`src/rtl/display_scan_scheduler.sv`:
```
// Eight-digit seven-segment scan with per-slot anti-ghost blanking, leading-zero blanking and per-frame input snapshot.
// Latency: outputs registered, aligned with the internal cnt/idx/state; no backpressure (free-running display pins).
module display_scan_scheduler #(
  parameter int TICK_DIV     = 100000,
  parameter int BLANK_CYCLES = 1000,
  parameter bit LZB          = 1'b1
) (
  input  logic        clock,
  input  logic        reset,
  input  logic [31:0] digits,
  input  logic [7:0]  digit_en,
  output logic [6:0]  segments,
  output logic [7:0]  anodos,
  output logic        frame_start
);

  localparam int CW = $clog2(TICK_DIV);
  localparam logic [CW-1:0] CNT_LAST   = CW'(TICK_DIV - 1);
  localparam logic [CW-1:0] BLANK_LAST = CW'(BLANK_CYCLES - 1);

  typedef enum logic {BLANK, SHOW} state_t;

  state_t        state, state_nxt;
  logic [CW-1:0] cnt, cnt_nxt;
  logic [2:0]    idx, idx_nxt;
  logic [31:0]   snap, snap_nxt;
  logic [7:0]    snap_en, en_nxt;
  logic          first;
  logic          wrap, capture, upper_zero, lit;
  logic [3:0]    cur;
  logic [6:0]    seg_nxt;
  logic [7:0]    an_nxt;

  function automatic logic [6:0] hex7(input logic [3:0] d);
    case (d)
      4'h0:    hex7 = 7'b0000001;
      4'h1:    hex7 = 7'b1001111;
      4'h2:    hex7 = 7'b0010010;
      4'h3:    hex7 = 7'b0000110;
      4'h4:    hex7 = 7'b1001100;
      4'h5:    hex7 = 7'b0100100;
      4'h6:    hex7 = 7'b0100000;
      4'h7:    hex7 = 7'b0001111;
      4'h8:    hex7 = 7'b0000000;
      4'h9:    hex7 = 7'b0000100;
      4'hA:    hex7 = 7'b0001000;
      4'hB:    hex7 = 7'b1100000;
      4'hC:    hex7 = 7'b0110001;
      4'hD:    hex7 = 7'b1000010;
      4'hE:    hex7 = 7'b0110000;
      default: hex7 = 7'b0111000;
    endcase
  endfunction

  always_comb begin
    wrap      = (cnt == CNT_LAST);
    // First cycle out of reset behaves like a frame boundary so the snapshot is never stale
    capture   = first || (wrap && idx == 3'd7);
    cnt_nxt   = wrap ? '0 : cnt + CW'(1);
    idx_nxt   = wrap ? idx + 3'd1 : idx;
    state_nxt = state;
    if (wrap)
      state_nxt = BLANK;
    else if (state == BLANK && cnt == BLANK_LAST)
      state_nxt = SHOW;
    snap_nxt = capture ? digits : snap;
    en_nxt   = capture ? digit_en : snap_en;
    cur      = snap_nxt[{idx_nxt, 2'b00} +: 4];

    upper_zero = 1'b1;
    for (int j = 0; j < 8; j++) begin
      if (j >= int'(idx_nxt) && snap_nxt[4*j +: 4] != 4'h0)
        upper_zero = 1'b0;
    end

    lit     = (state_nxt == SHOW) && en_nxt[idx_nxt]
              && !(LZB && idx_nxt != 3'd0 && upper_zero);
    seg_nxt = lit ? hex7(cur) : 7'h7F;
    an_nxt  = lit ? ~(8'h01 << idx_nxt) : 8'hFF;
  end

  // Outputs are registered from the next-state values so they line up with cnt/idx
  always_ff @(posedge clock) begin
    if (reset) begin
      state       <= BLANK;
      cnt         <= '0;
      idx         <= 3'd0;
      snap        <= 32'h0;
      snap_en     <= 8'h00;
      first       <= 1'b1;
      segments    <= 7'h7F;
      anodos      <= 8'hFF;
      frame_start <= 1'b0;
    end else begin
      state       <= state_nxt;
      cnt         <= cnt_nxt;
      idx         <= idx_nxt;
      snap        <= snap_nxt;
      snap_en     <= en_nxt;
      first       <= 1'b0;
      segments    <= seg_nxt;
      anodos      <= an_nxt;
      frame_start <= capture;
    end
  end

endmodule

```
`config.mk`:
```
export PLATFORM = sky130hd
export DESIGN_NAME = display_scan_scheduler
export DESIGN_NICKNAME = d
export VERILOG_FILES = /design/src/rtl/display_scan_scheduler.sv
export SDC_FILE = /design/constraint.sdc
export NUM_CORES = 1
export LEC_CHECK = 0
export ABC_AREA = 1
export CORE_MARGIN = 8
export CORE_UTILIZATION = 30
export CTS_CLUSTER_SIZE = 12
export DETAILED_ROUTE_END_ITERATION = 10
export DONT_BUFFER_PORTS = 1
export GPL_ROUTABILITY_DRIVEN = 0
export SLEW_MARGIN = 10
export SYNTH_ARGS = -nofsm -noshare
export SYNTH_HDL_FRONTEND = slang
export SYNTH_SLANG_ARGS = --single-unit
export TNS_END_PERCENT = 50
```
`constraint.sdc`:
```
create_clock -name clock -period 8 [get_ports clock]
set_input_delay 0.8 -clock clock [delete_from_list [all_inputs] [get_ports clock]]
set_output_delay 0.8 -clock clock [all_outputs]
set_load 0.01 [all_outputs]
```
======== After elaboration in Yosys (flattened, before gate mapping) ========
Memory sizes are Yosys's and may differ from the RTL's. A register that Yosys moved wholly into a read port is not among the register bits.
Cells that the tools add are included.
operators by class
  bitwise operators ....................... 3
  add/subtract/negate cells ............... 2
  reduce and logical (&&, ||, !) cells .... 25
  muxes and demuxes ....................... 16
  shifts and indexed selects .............. 2
  $lt $le $gt $ge ......................... 8
  eq/ne operators ......................... 3
operators by type and width
  kind                                                               number
  2-to-1 mux 32 bit                                                  1
  nonzero test 4 bit                                                 8
  indexed part select 32 x 6 -> 4 bit                                1
  adder 17 x 1 -> 17 bit (second input constant)                     1
  == test 17 x 10 -> 1 bit (second input constant)                   1
  == test 17 bit (second input constant)                             1
  logical AND 1 bit                                                  12
  2-to-1 mux 1 bit                                                   12
  greater-or-equal comparator 3 bit (first input constant)           3
  2-to-1 mux 8 bit                                                   1
  inverter 8 bit                                                     1
  << shifter 1 x 3 -> 8 bit (first input constant)                   1
  greater-or-equal comparator 1 x 3 -> 1 bit (first input constant)  2
  greater-or-equal comparator 2 x 3 -> 1 bit (first input constant)  2
  < comparator 3 x 4 -> 1 bit (second input constant)                1
  OR reduction 2 bit                                                 2
  adder 3 x 1 -> 3 bit (second input constant)                       1
  binary-select mux 1 bit (select 3 bit)                             1
  == test 3 bit (second input constant)                              1
  2-to-1 mux 3 bit                                                   1
  nonzero test 3 bit                                                 1
  inverter 1 bit                                                     2
  logical NOT 1 bit                                                  1
  logical OR 1 bit                                                   1
word-level totals
  memories ................................ 1
  output and inout port bits .............. 16
  register bits after elaboration ......... 71
  memory bits (read-only) ................. 112
  bits of input ports ..................... 42
  word-level logic and storage cells ...... 68
memory list
  name             words  width  read ports  clocked after memory_dff  wr ports  line  RTL
  (no name shown)  16     7      1           1                         0         35    case (d)

======== Longest topological paths before layout ========
Gate-level depths: netlist of run 1.
  word-level depth ........................ 19
  mapped depth ............................ 24
  depth with buffers taken out ............ 23

======== Least setup slack after synthesis of run 1 ========
No wires, ideal clock.
  path kind ............................... reg2reg
  from .................................... reg cnt[0]
  to ...................................... reg segments[1]
  data required time ...................... 7885 ps
  cell stages (with the launch flop) ...... 22
  path slack .............................. 5430 ps
  period minus slack after synthesis ...... 2570 ps
  arrival time ............................ 2456 ps
  cells stage by stage .................... dfxtp_1 ha_1 nand2_1 inv_2 nand2_2 nor2_4 nand4_4 nand2_4 buf_6 buf_8 nand2_1 o21ai_0 nor2_1 nor2_1 nand2_1 nand2_1 inv_1 ha_1 nand3_1 nand2_1 a21oi_1 nand2_1
between the ends
  longest elaborated chain between the ends .. 19
  elaborated cells between the ends (all ways) .. 50
  classes of those cells .................. 7 x order compare; 2 x eq/ne; 1 x shift; 15 x mux; 1 x bitwise; 24 x reduce/logical
RTL lines
  element                                                                                              line  RTL
  start: declaration                                                                                   24    logic [CW-1:0] cnt, cnt_nxt;
  start signal: assignment                                                                             96    cnt <= cnt_nxt;
  parallel branches: the longest is 19 deep, another holds greater-or-equal comparator 1 x 3 -> 1 bit  --
  end: declaration                                                                                     12    output logic [6:0] segments,
Parallel ways; which one is timed is not known. The select of a mux whose other input is x is not followed.
A chain may end at the register's enable or synchronous reset.

======== Worst setup path after layout of run 1 ========
Ends and elaborated chain as after synthesis.

==> results of run 1 <==
-- placed cells by master (no fill, tap or decap), types with 4 or more instances in the layout --
cell / count
nand4_1: 10
nand2_2: 9
nor2_2: 5
inv_1: 71
dfxtp_1: 78
clkbuf_16: 9
a21oi_1: 27
nor3_1: 5
nor2_4: 4
o21ai_0: 14
inv_2: 4
ha_1: 9
nor2_1: 99
nand2_1: 203
o21ai_1: 9
nand3_1: 42
-- sequential cells by signal, indices dropped and copies added (netlist names) --
signal       count
first            1
snap            32
anodos           8
cnt             17
snap_en          8
frame_start      1
state            1
idx              3
segments         7
-- logic make-up (layout without fill, tap and decap cells) --
family,after synthesis,after routing,share of synthesized area [%]
flops,78,78,38.2
xor+xnor,1,1,0.214
simple gates,390,390,41.2
compound gates,57,57,7.52
buf+inv,94,92,10.1
fa+ha+maj,9,9,2.75
-- cell type report --
cell class / count / area share (%)
sequential: 78 / 34.7
multi-input combinational: 457 / 47.0
tap: 176 / 4.89
inverter: 76 / 6.34
clock inverter: 4 / 1.56
clock buffer: 12 / 5.48
-- path summary, 6_finish.rpt --
| path | end | slack, ns | cells after the start |
|---|---|---|---|
| min | cnt[0]$_SDFF_PP0_ | 0.45 | 1 |
| max reg2reg | segments[1]$_SDFF_PP1_ | 4.63 | 19 |
| max | segments[1]$_SDFF_PP1_ | 4.63 | 19 |
| min reg2reg | cnt[0]$_SDFF_PP0_ | 0.45 | 1 |
-- cell usage after synthesis (2+ instances only) --
library cell | count | share of area [%]
dfxtp_1 | 78 | 38
buf_6 | 5 | 1.4
o21ai_1 | 9 | 1.1
nand2_1 | 203 | 19
nand4_1 | 10 | 1.5
o21ai_0 | 14 | 1.7
nand3b_1 | 2 | 0.37
nand2_4 | 2 | 0.55
clkbuf_1 | 7 | 0.64
buf_2 | 2 | 0.24
nor2_2 | 5 | 0.76
a21oi_1 | 27 | 3.3
nor3_1 | 5 | 0.61
ha_1 | 9 | 2.8
nor4_1 | 2 | 0.31
inv_1 | 71 | 6.5
inv_2 | 4 | 0.37
a21oi_2 | 2 | 0.43
nand2_2 | 9 | 1.4
nand3_2 | 2 | 0.49
nor2_4 | 4 | 1.1
buf_4 | 3 | 0.55
nand3_1 | 42 | 5.1
nor2_1 | 99 | 9.1
nor3b_1 | 2 | 0.37
-- power groups by stage --
stage	registers [W]	logic, W	clock network [W]
after global routing	0.000408	0.0000880	0.000469
after detailed placement	0.000415	0.0000752	0
final	0.000407	0.0000755	0.000439
after CTS	0.000407	0.0000756	0.000451
after global placement	0.000415	0.0000753	0
after floorplan	0.000414	0.0000648	0
-- worst reg2reg max path: cells and delay by family (launching register included) --
family / cells / cell delay, ns
AOI/OAI and AO/OA: 2 / 0.36
adders and majority gates: 2 / 0.38
buffers and inverters: 2 / 0.18
DFF: 1 / 0.35
and+or+nand+nor: 13 / 1.98
-- layer usage --
metal / global-route usage, % / share of wire (%) / wire length [um] / vias to the layer above
met5: 0 / 0 / 0 / -
met4: 6.88 / 2.4 / 261 / 0
met3: 3.60 / 5.5 / 595 / 16
met2: 18.2 / 42 / 4570 / 88
met1: 17.6 / 50 / 5470 / 1599
li1: - / - / - / 1950
-- stage by stage --
stage	setup slack, ns	total power, W	cells	utilization [%]	area, um2
finish	4.63	0.000921	803	33.8	4500
global route	4.21	0.000964	803	33.8	4500
CTS	4.58	0.000933	803	33.8	4500
detailed placement	4.60	0.000490	787	31.5	4180
global placement	4.61	0.000490	787	31.5	4180
floorplan	5.43	0.000479	629	-	4090
==> results.py, run 1 <==
metrics = {
    "setup_path": {
        "worst_path_largest_cell_delay_ns": 0.54,
        "worstSetupStartpointType": "flip-flop",
        "required_ns": 8.22,
        "critPathSlowestCell": "nand2_4",
        "cp_max_fo": 60,
        "crit_arrival_ns": 3.59,
        "path_class": "flip-flop to flip-flop",
        "crit_top_cell": "nand2_1",
        "crit_path_start": "cnt[0]$_SDFF_PP0_",
        "path_cells": "ha_1, nand2_1, inv_2, nand2_2, nor2_4, nand4_4, nand2_4, nand2_1, o21ai_1, nor2_1, nor2_1, nand2_1, nand2_1, inv_1, ha_1, nand3_1, nand2_1, a21oi_1, nand2_1",
        "r2r_start": "cnt[0]$_SDFF_PP0_",
        "path_buf_inv": 2,
        "crit_family": "simple AND/OR/NAND/NOR gates",
        "cp-end-kind": "flip-flop",
    },
    "final_layout": {
        "seqCellArea_um2": 1560,
        "drive_above_1_share_pct": 7.18,
        "syn_to_final_growth_pct": 9.94,
        "multi_input_area_um2": 2120,
        "final_nets": 673,
        "num_antenna_cells": 0,
        "n_fill_cell": 1461,
    },
    "timing": {
        "max_freq_mhz": 297,
        "setup_viol": 0,
        "rsz0062_at_grt": "false",
        "slew_viol_final": 0,
        "relSlewSlack_pct": 48.1,
        "clock_skew_ns": 0.00668,
        "period_minus_slack_ns": 3.37,
        "fin_tns_setup_ns": 0,
        "tightest_slew_ns": 0.776,
        "hold_viol": 0,
        "hold_ws_ns": 0.448,
        "fin_crit_sh_pct": 42.1,
    },
    "clock_network": {
        "cts_tree": "yes",
        "cts_hold_buf": 0,
        "cts_root_buffer": "clkbuf_16",
        "postCtsSetupBuffers": 0,
        "cts_resized": 0,
        "clockBufferDepth": 2,
        "cts_sinks": 78,
        "clk_latency_ns": 0.35,
        "clk_pin_slew_ns": 0.06,
        "htree_levels": 3,
        "numCtsBuffers": 9,
    },
    "routing": {
        "ant_nets": 0,
        "via_per_inst": 4.55,
        "drt-initial-drc-count": 287,
        "routed_wl_um": 10900,
        "wl_per_cell_um": 13.6,
        "num_vias": 3653,
        "drc_errors": 0,
        "drt_pass1_iterations": 5,
    },
    "power_and_ir_drop": {
        "peakVddDrop_mv": 0.0843,
        "p_comb_share_pct": 8.2,
        "power_switching_share_pct": 23.2,
        "internal_power_w": 0.000707,
        "clkPwrFrac_pct": 47.7,
        "seqPwrFrac_pct": 44.2,
        "power_switching_w": 0.000214,
        "p_per_area_nw_per_um2": 205,
        "power_leakage_nw": 2.07,
    },
    "yosys": {
        "synth_nets": 680,
        "syn_inst": 629,
        "synth_area_per_cell_um2": 6.51,
        "synth_area_um2": 4090,
        "synth_warnings": 0,
        "async_flop_share_pct": 0,
        "synthFlopType": "dfxtp_1",
        "synth-edff-count": 0,
        "synth-seq-cells": 78,
        "yosysSeqAreaShare_pct": 38.2,
        "ys_types": 36,
    },
    "die": {
        "start_util_pct": 30.8,
        "fp.dieH_um": 133,
        "ios": 58,
        "fp.dieW_um": 133,
        "core_area_um2": 13300,
        "dieArea_um2": 17600,
        "rows": 42,
    },
    "worst_hold_path": {
        "hp-start": "cnt[0]$_SDFF_PP0_",
        "hold_path_class": "flip-flop to flip-flop",
    },
    "global_routing": {
        "grtUsageTotal_pct": 13.0,
        "grt_pass1_wl_um": 18100,
        "grt_pass1_vias": 3483,
        "antenna_found_initial": 0,
        "grt.overflow.total": 0,
        "grt_max_degree": 61,
    },
    "placement": {
        "dp_hpwl_um": 8240,
        "io_buffers": 0,
    },
    "flow_run": {
        "maxCapViolations": 0,
    },
    "status": {
        "status": "completed",
    },
}
Note: power is estimated with default switching activity, not from simulation.
==> run 2: changes to the inputs <==
- clock period: 8 -> 2.8 ns (I/O delays scaled with it)
==> results.py, run 2 (same netlist as run 1, synthesis figures left out) <==
metrics = {
    "final_layout": {
        "final_cell_area_um2": 5160,
        "top_register": "snap",
        "final_common_cell": "nand2_1",
        "num_antenna_cells": 0,
        "syn_to_final_growth_pct": 26.0,
        "final_cell_mix": "nand2_1 (191), nor2_1 (95), dfxtp_1 (73)",
        "drive_above_1_share_pct": 18.7,
        "final_nets": 725,
        "reg_top3": "snap: 32 flops, cnt: 17 flops",
        "largest_reg_flops": 32,
    },
    "timing": {
        "relSlewSlack_pct": 61.3,
        "slew_viol_final": 0,
        "fin_tns_setup_ns": 0,
        "max_freq_mhz": 372,
        "period_minus_slack_ns": 2.69,
        "setup_viol": 0,
        "setup_ws_ns": 0.109,
        "fin_crit_sh_pct": 96.1,
        "clock_skew_ns": 0.00650,
        "tightest_slew_ns": 0.576,
        "hold_viol": 0,
        "rsz0062_at_grt": "true",
        "hold_ws_ns": 0.0136,
    },
    "placement": {
        "io_buffers": 0,
        "place_area_um2": 4370,
        "dp_hpwl_um": 8650,
        "dp_slack_ns": -0.00741,
    },
    "routing": {
        "drt-initial-drc-count": 277,
        "met1Wirelength_um": 6170,
        "wl_per_cell_um": 14.9,
        "wl_met2_um": 5610,
        "ant_nets": 0,
        "routed.top_layer": "met4",
        "drt_pass1_iterations": 5,
        "routed_wl_um": 12800,
        "via_per_inst": 4.67,
        "drc_errors": 0,
        "wl_met3_um": 755,
        "num_vias": 3997,
    },
    "clock_network": {
        "clk_pin_slew_ns": 0.06,
        "cts_sinks": 78,
        "clockBufferDepth": 2,
        "numCtsBuffers": 9,
        "cts_tree": "yes",
        "clk_latency_ns": 0.35,
        "htree_levels": 3,
        "cts_root_buffer": "clkbuf_16",
    },
    "power_and_ir_drop": {
        "p_per_area_nw_per_um2": 509,
        "peakVddDrop_mv": 0.283,
        "power_w": 0.00262,
        "power_leakage_nw": 2.35,
    },
    "die": {
        "ios": 58,
        "fp.dieW_um": 133,
        "rows": 42,
        "start_util_pct": 30.8,
        "core_area_um2": 13300,
        "dieArea_um2": 17600,
        "fp.dieH_um": 133,
    },
    "worst_hold_path": {
        "hold_path_class": "input port to flip-flop",
        "hp-start": "reset",
        "whs_path_depth": 1,
        "holdPathEnd": "snap_en[1]$_SDFF_PP0_",
    },
    "setup_path": {
        "r2r_end": "segments[5]$_SDFF_PP1_",
        "required_ns": 3.04,
        "r2r_start": "cnt[1]$_SDFF_PP0_",
        "reg2reg_depth": 21,
        "worstSetupStartpointType": "flip-flop",
        "cp-end-kind": "flip-flop",
        "reg2reg_setup_slack_ns": 0.11,
        "path_class": "flip-flop to flip-flop",
        "cp_max_fo": 8,
        "crit_arrival_ns": 2.93,
    },
    "status": {
        "status": "completed",
    },
    "global_routing": {
        "antenna_found_initial": 0,
        "grtUsageTotal_pct": 14.0,
        "grt_pass1_vias": 3674,
        "grt_pass1_wl_um": 19400,
        "grt.overflow.total": 0,
        "grt_max_degree": 17,
    },
    "flow_run": {
        "maxCapViolations": 0,
    },
}
==> run 2: cell types whose count changed in the layout (fill, tap and decap cells not counted), sizes merged <==
cell	change
nand2	+1
buf	+38
clkinvlp	+2
clkbuf	-1
dlygate4sd3	+11
clkinv	+2
bufinv	-1
==> run 2: worst max path at each step <==
stage	start	end	slack, ns	cells past startpoint
after floorplan	cnt[0]$_SDFF_PP0_	segments[1]$_SDFF_PP1_	0.23	21
after global placement	cnt[0]$_SDFF_PP0_	segments[3]$_SDFF_PP1_	0.02	19
after detailed placement	cnt[0]$_SDFF_PP0_	segments[3]$_SDFF_PP1_	-0.007	21
after CTS	cnt[0]$_SDFF_PP0_	segments[6]$_SDFF_PP1_	0.01	20
after global routing	cnt[1]$_SDFF_PP0_	segments[6]$_SDFF_PP1_	-0.1	19
final	cnt[1]$_SDFF_PP0_	segments[5]$_SDFF_PP1_	0.11	21
==> run 2: cell type report <==
cell class / instances / area (um2)
fillers: 1412 / 8140
well taps: 176 / 220
inverters: 76 / 285
multi-input cells: 458 / 2290
repair buffers: 51 / 499
clock inverters: 7 / 65.1
flip-flops and latches: 78 / 1570
clock buffers: 9 / 225
==> run 2: through the flow <==
step                      util (%)  cells
after floorplan                  -    629
after global placement        32.9    812
after detailed placement      32.9    812
after CTS                     35.9    839
after global routing          38.8    855
final                         38.8    855
==> run 2: critical path: stages, from the launching register on <==
cell	delay, ns
dfxtp_2	0.36
ha_4	0.14
nand2_2	0.06
inv_2	0.08
nand2_4	0.07
nor2_4	0.17
nand4_4	0.21
nand2_8	0.19
buf_8	0.14
buf_8	0.13
nand2_1	0.06
nand2_1	0.10
inv_1	0.08
nand2_1	0.06
nor2_1	0.04
nor2_1	0.13
nor2_2	0.07
nand2_2	0.07
nand2_2	0.06
nor2_4	0.15
buf_6	0.14
nand2_1	0.06
==> run 2: power breakdown <==
group | switching, W | leakage, nW | internal (W)
sequential | 0.0000159 | 0.641 | 0.00115
combinational | 0.000188 | 1.57 | 0.000117
clock | 0.000468 | 0.141 | 0.000683
total | 0.000672 | 2.35 | 0.00195
==> run 2: timing repair <==
item	4_1_cts	5_1_grt
setup buffers	0	12
pin swaps	0	23
gates cloned	0	4
gates resized for setup	1	70
hold buffers	11	0
setup endpoints to repair	3	15
endpoints found under the hold margin	4	0
==> run 2: per-layer routing <==
metal / GRT usage [%] / vias to the layer above
li1: - / 2054
met1: 18.7 / 1808
met2: 20.7 / 120
met3: 3.44 / 15
met4: 6.31 / 0
met5: 0 / -
==> run 3: changes to the inputs <==
- MAX_ROUTING_LAYER: unset -> met4
- PLACE_DENSITY: unset -> 0.46
==> results.py, run 3 (same netlist as run 1, synthesis figures left out) <==
metrics = {
    "final_layout": {
        "final_cells": 853,
        "num_antenna_cells": 0,
        "n_fill_cell": 1419,
        "final_common_cell": "nand2_1",
        "drive_above_1_share_pct": 22.9,
        "top_register": "snap",
        "final_cell_mix": "nand2_1 (174), nor2_1 (89), dfxtp_1 (76)",
        "final_cell_area_um2": 5350,
        "final_nets": 723,
        "reg_top3": "snap: 32 flops, cnt: 17 flops",
        "syn_to_final_growth_pct": 30.7,
        "largest_reg_flops": 32,
    },
    "die": {
        "fp.dieH_um": 133,
        "core_area_um2": 13300,
        "ios": 58,
        "fp.dieW_um": 133,
        "rows": 42,
        "start_util_pct": 30.8,
        "dieArea_um2": 17600,
    },
    "timing": {
        "setup_viol": 0,
        "hold_viol": 0,
        "period_minus_slack_ns": 2.67,
        "fin_tns_setup_ns": 0,
        "relSlewSlack_pct": 21.0,
        "slew_viol_final": 0,
        "tightest_slew_ns": 1.18,
        "max_freq_mhz": 374,
        "clock_skew_ns": 0.00371,
        "fin_crit_sh_pct": 95.5,
    },
    "clock_network": {
        "clk_pin_slew_ns": 0.06,
        "htree_levels": 3,
        "clockBufferDepth": 2,
        "clk_latency_ns": 0.35,
        "cts_root_buffer": "clkbuf_16",
        "cts_tree": "yes",
        "numCtsBuffers": 9,
        "cts_sinks": 78,
    },
    "setup_path": {
        "required_ns": 3.04,
        "cp_max_fo": 6,
        "crit_arrival_ns": 2.91,
        "cp-end-kind": "flip-flop",
        "path_class": "flip-flop to flip-flop",
        "worstSetupStartpointType": "flip-flop",
    },
    "global_routing": {
        "antenna_found_initial": 0,
        "grt.overflow.total": 0,
        "grt_pass1_vias": 3728,
        "grt_pass1_wl_um": 19600,
        "grtUsageTotal_pct": 14.5,
        "grt_max_degree": 36,
    },
    "routing": {
        "wl_per_cell_um": 15.5,
        "ant_nets": 0,
        "num_vias": 3954,
        "drt-initial-drc-count": 300,
        "drc_errors": 0,
        "drt_pass1_iterations": 4,
        "via_per_inst": 4.64,
        "routed_wl_um": 13200,
    },
    "power_and_ir_drop": {
        "power_leakage_nw": 2.41,
        "peakVddDrop_mv": 0.569,
        "p_per_area_nw_per_um2": 518,
    },
    "flow_run": {
        "maxCapViolations": 0,
    },
    "status": {
        "status": "completed",
    },
    "placement": {
        "dp_cells": 810,
        "place_area_um2": 4380,
        "io_buffers": 0,
        "dp_hpwl_um": 9190,
    },
    "worst_hold_path": {
        "hold_path_class": "input port to flip-flop",
    },
}
## run 3: stage by stage
step                util, %  hold slack [ns]  power, W  worst slack [ns]
floorplan                 -            0.308   0.00137             0.230
global placement       32.9            0.318   0.00142           -0.0603
detailed placement     32.9            0.316   0.00142            -0.102
CTS                    35.6          0.00524   0.00273          -0.00146
global route           40.2           0.0150   0.00288           -0.0171
finish                 40.2           0.0201   0.00277             0.127
## run 3: final timing paths
path                           from                      to  slack (ns)  depth (start not counted)
setup reg to reg  cnt[0]$_SDFF_PP0_  segments[3]$_SDFF_PP1_        0.13                         19
setup / recovery  cnt[0]$_SDFF_PP0_  segments[3]$_SDFF_PP1_        0.13                         19
hold / removal                reset       idx[0]$_SDFF_PP0_        0.02                          1
hold reg to reg   cnt[0]$_SDFF_PP0_       cnt[0]$_SDFF_PP0_        0.45                          1
## run 3: area by class of cell
cell class                      count  area, um2  area share, %
Timing Repair Buffer               48        531           9.92
Clock buffer                       10        239           4.47
Tap cell                          176        220           4.12
Inverter                           76        290           5.43
Multi-Input combinational cell    459       2420           45.2
Clock inverter                      6       85.1           1.59
Sequential cell                    78       1560           29.2
## run 3: layer usage
layer	GRT usage [%]	routed length, um
met1	18.0	6290
met2	22.6	6090
met3	3.18	579
met4	5.49	226
met5	-	0
## run 3: report_power, final
part | total (W) | switching, W | internal (W) | leakage (nW)
logic | 0.000324 | 0.000196 | 0.000127 | 1.61
clock network | 0.00128 | 0.000480 | 0.000801 | 0.154
registers | 0.00117 | 0.0000153 | 0.00115 | 0.640
## run 3: worst max-delay path: stages (launching register included)
cell       delay, ns
dfxtp_2         0.36
ha_4            0.14
nand2_2         0.06
inv_2           0.09
nand2_4         0.07
nor2_4          0.18
nand4_4         0.21
nand2_4         0.18
clkbuf_16       0.16
o21ai_1         0.05
buf_4           0.14
nor2_2          0.12
nor2_4          0.05
nand2_2         0.07
nand2_4         0.09
buf_6           0.13
ha_4            0.25
nor2_1          0.04
o21ai_1         0.11
nand2_1         0.06
## run 3: repair_timing
item                       CTS  global route
cloned                       0             9
pin swaps                    0            40
hold endpoints to repair    28             0
setup buffers                0            15
resized for setup            2            98
setup endpoints to repair    4            15
hold buffers                 3             0
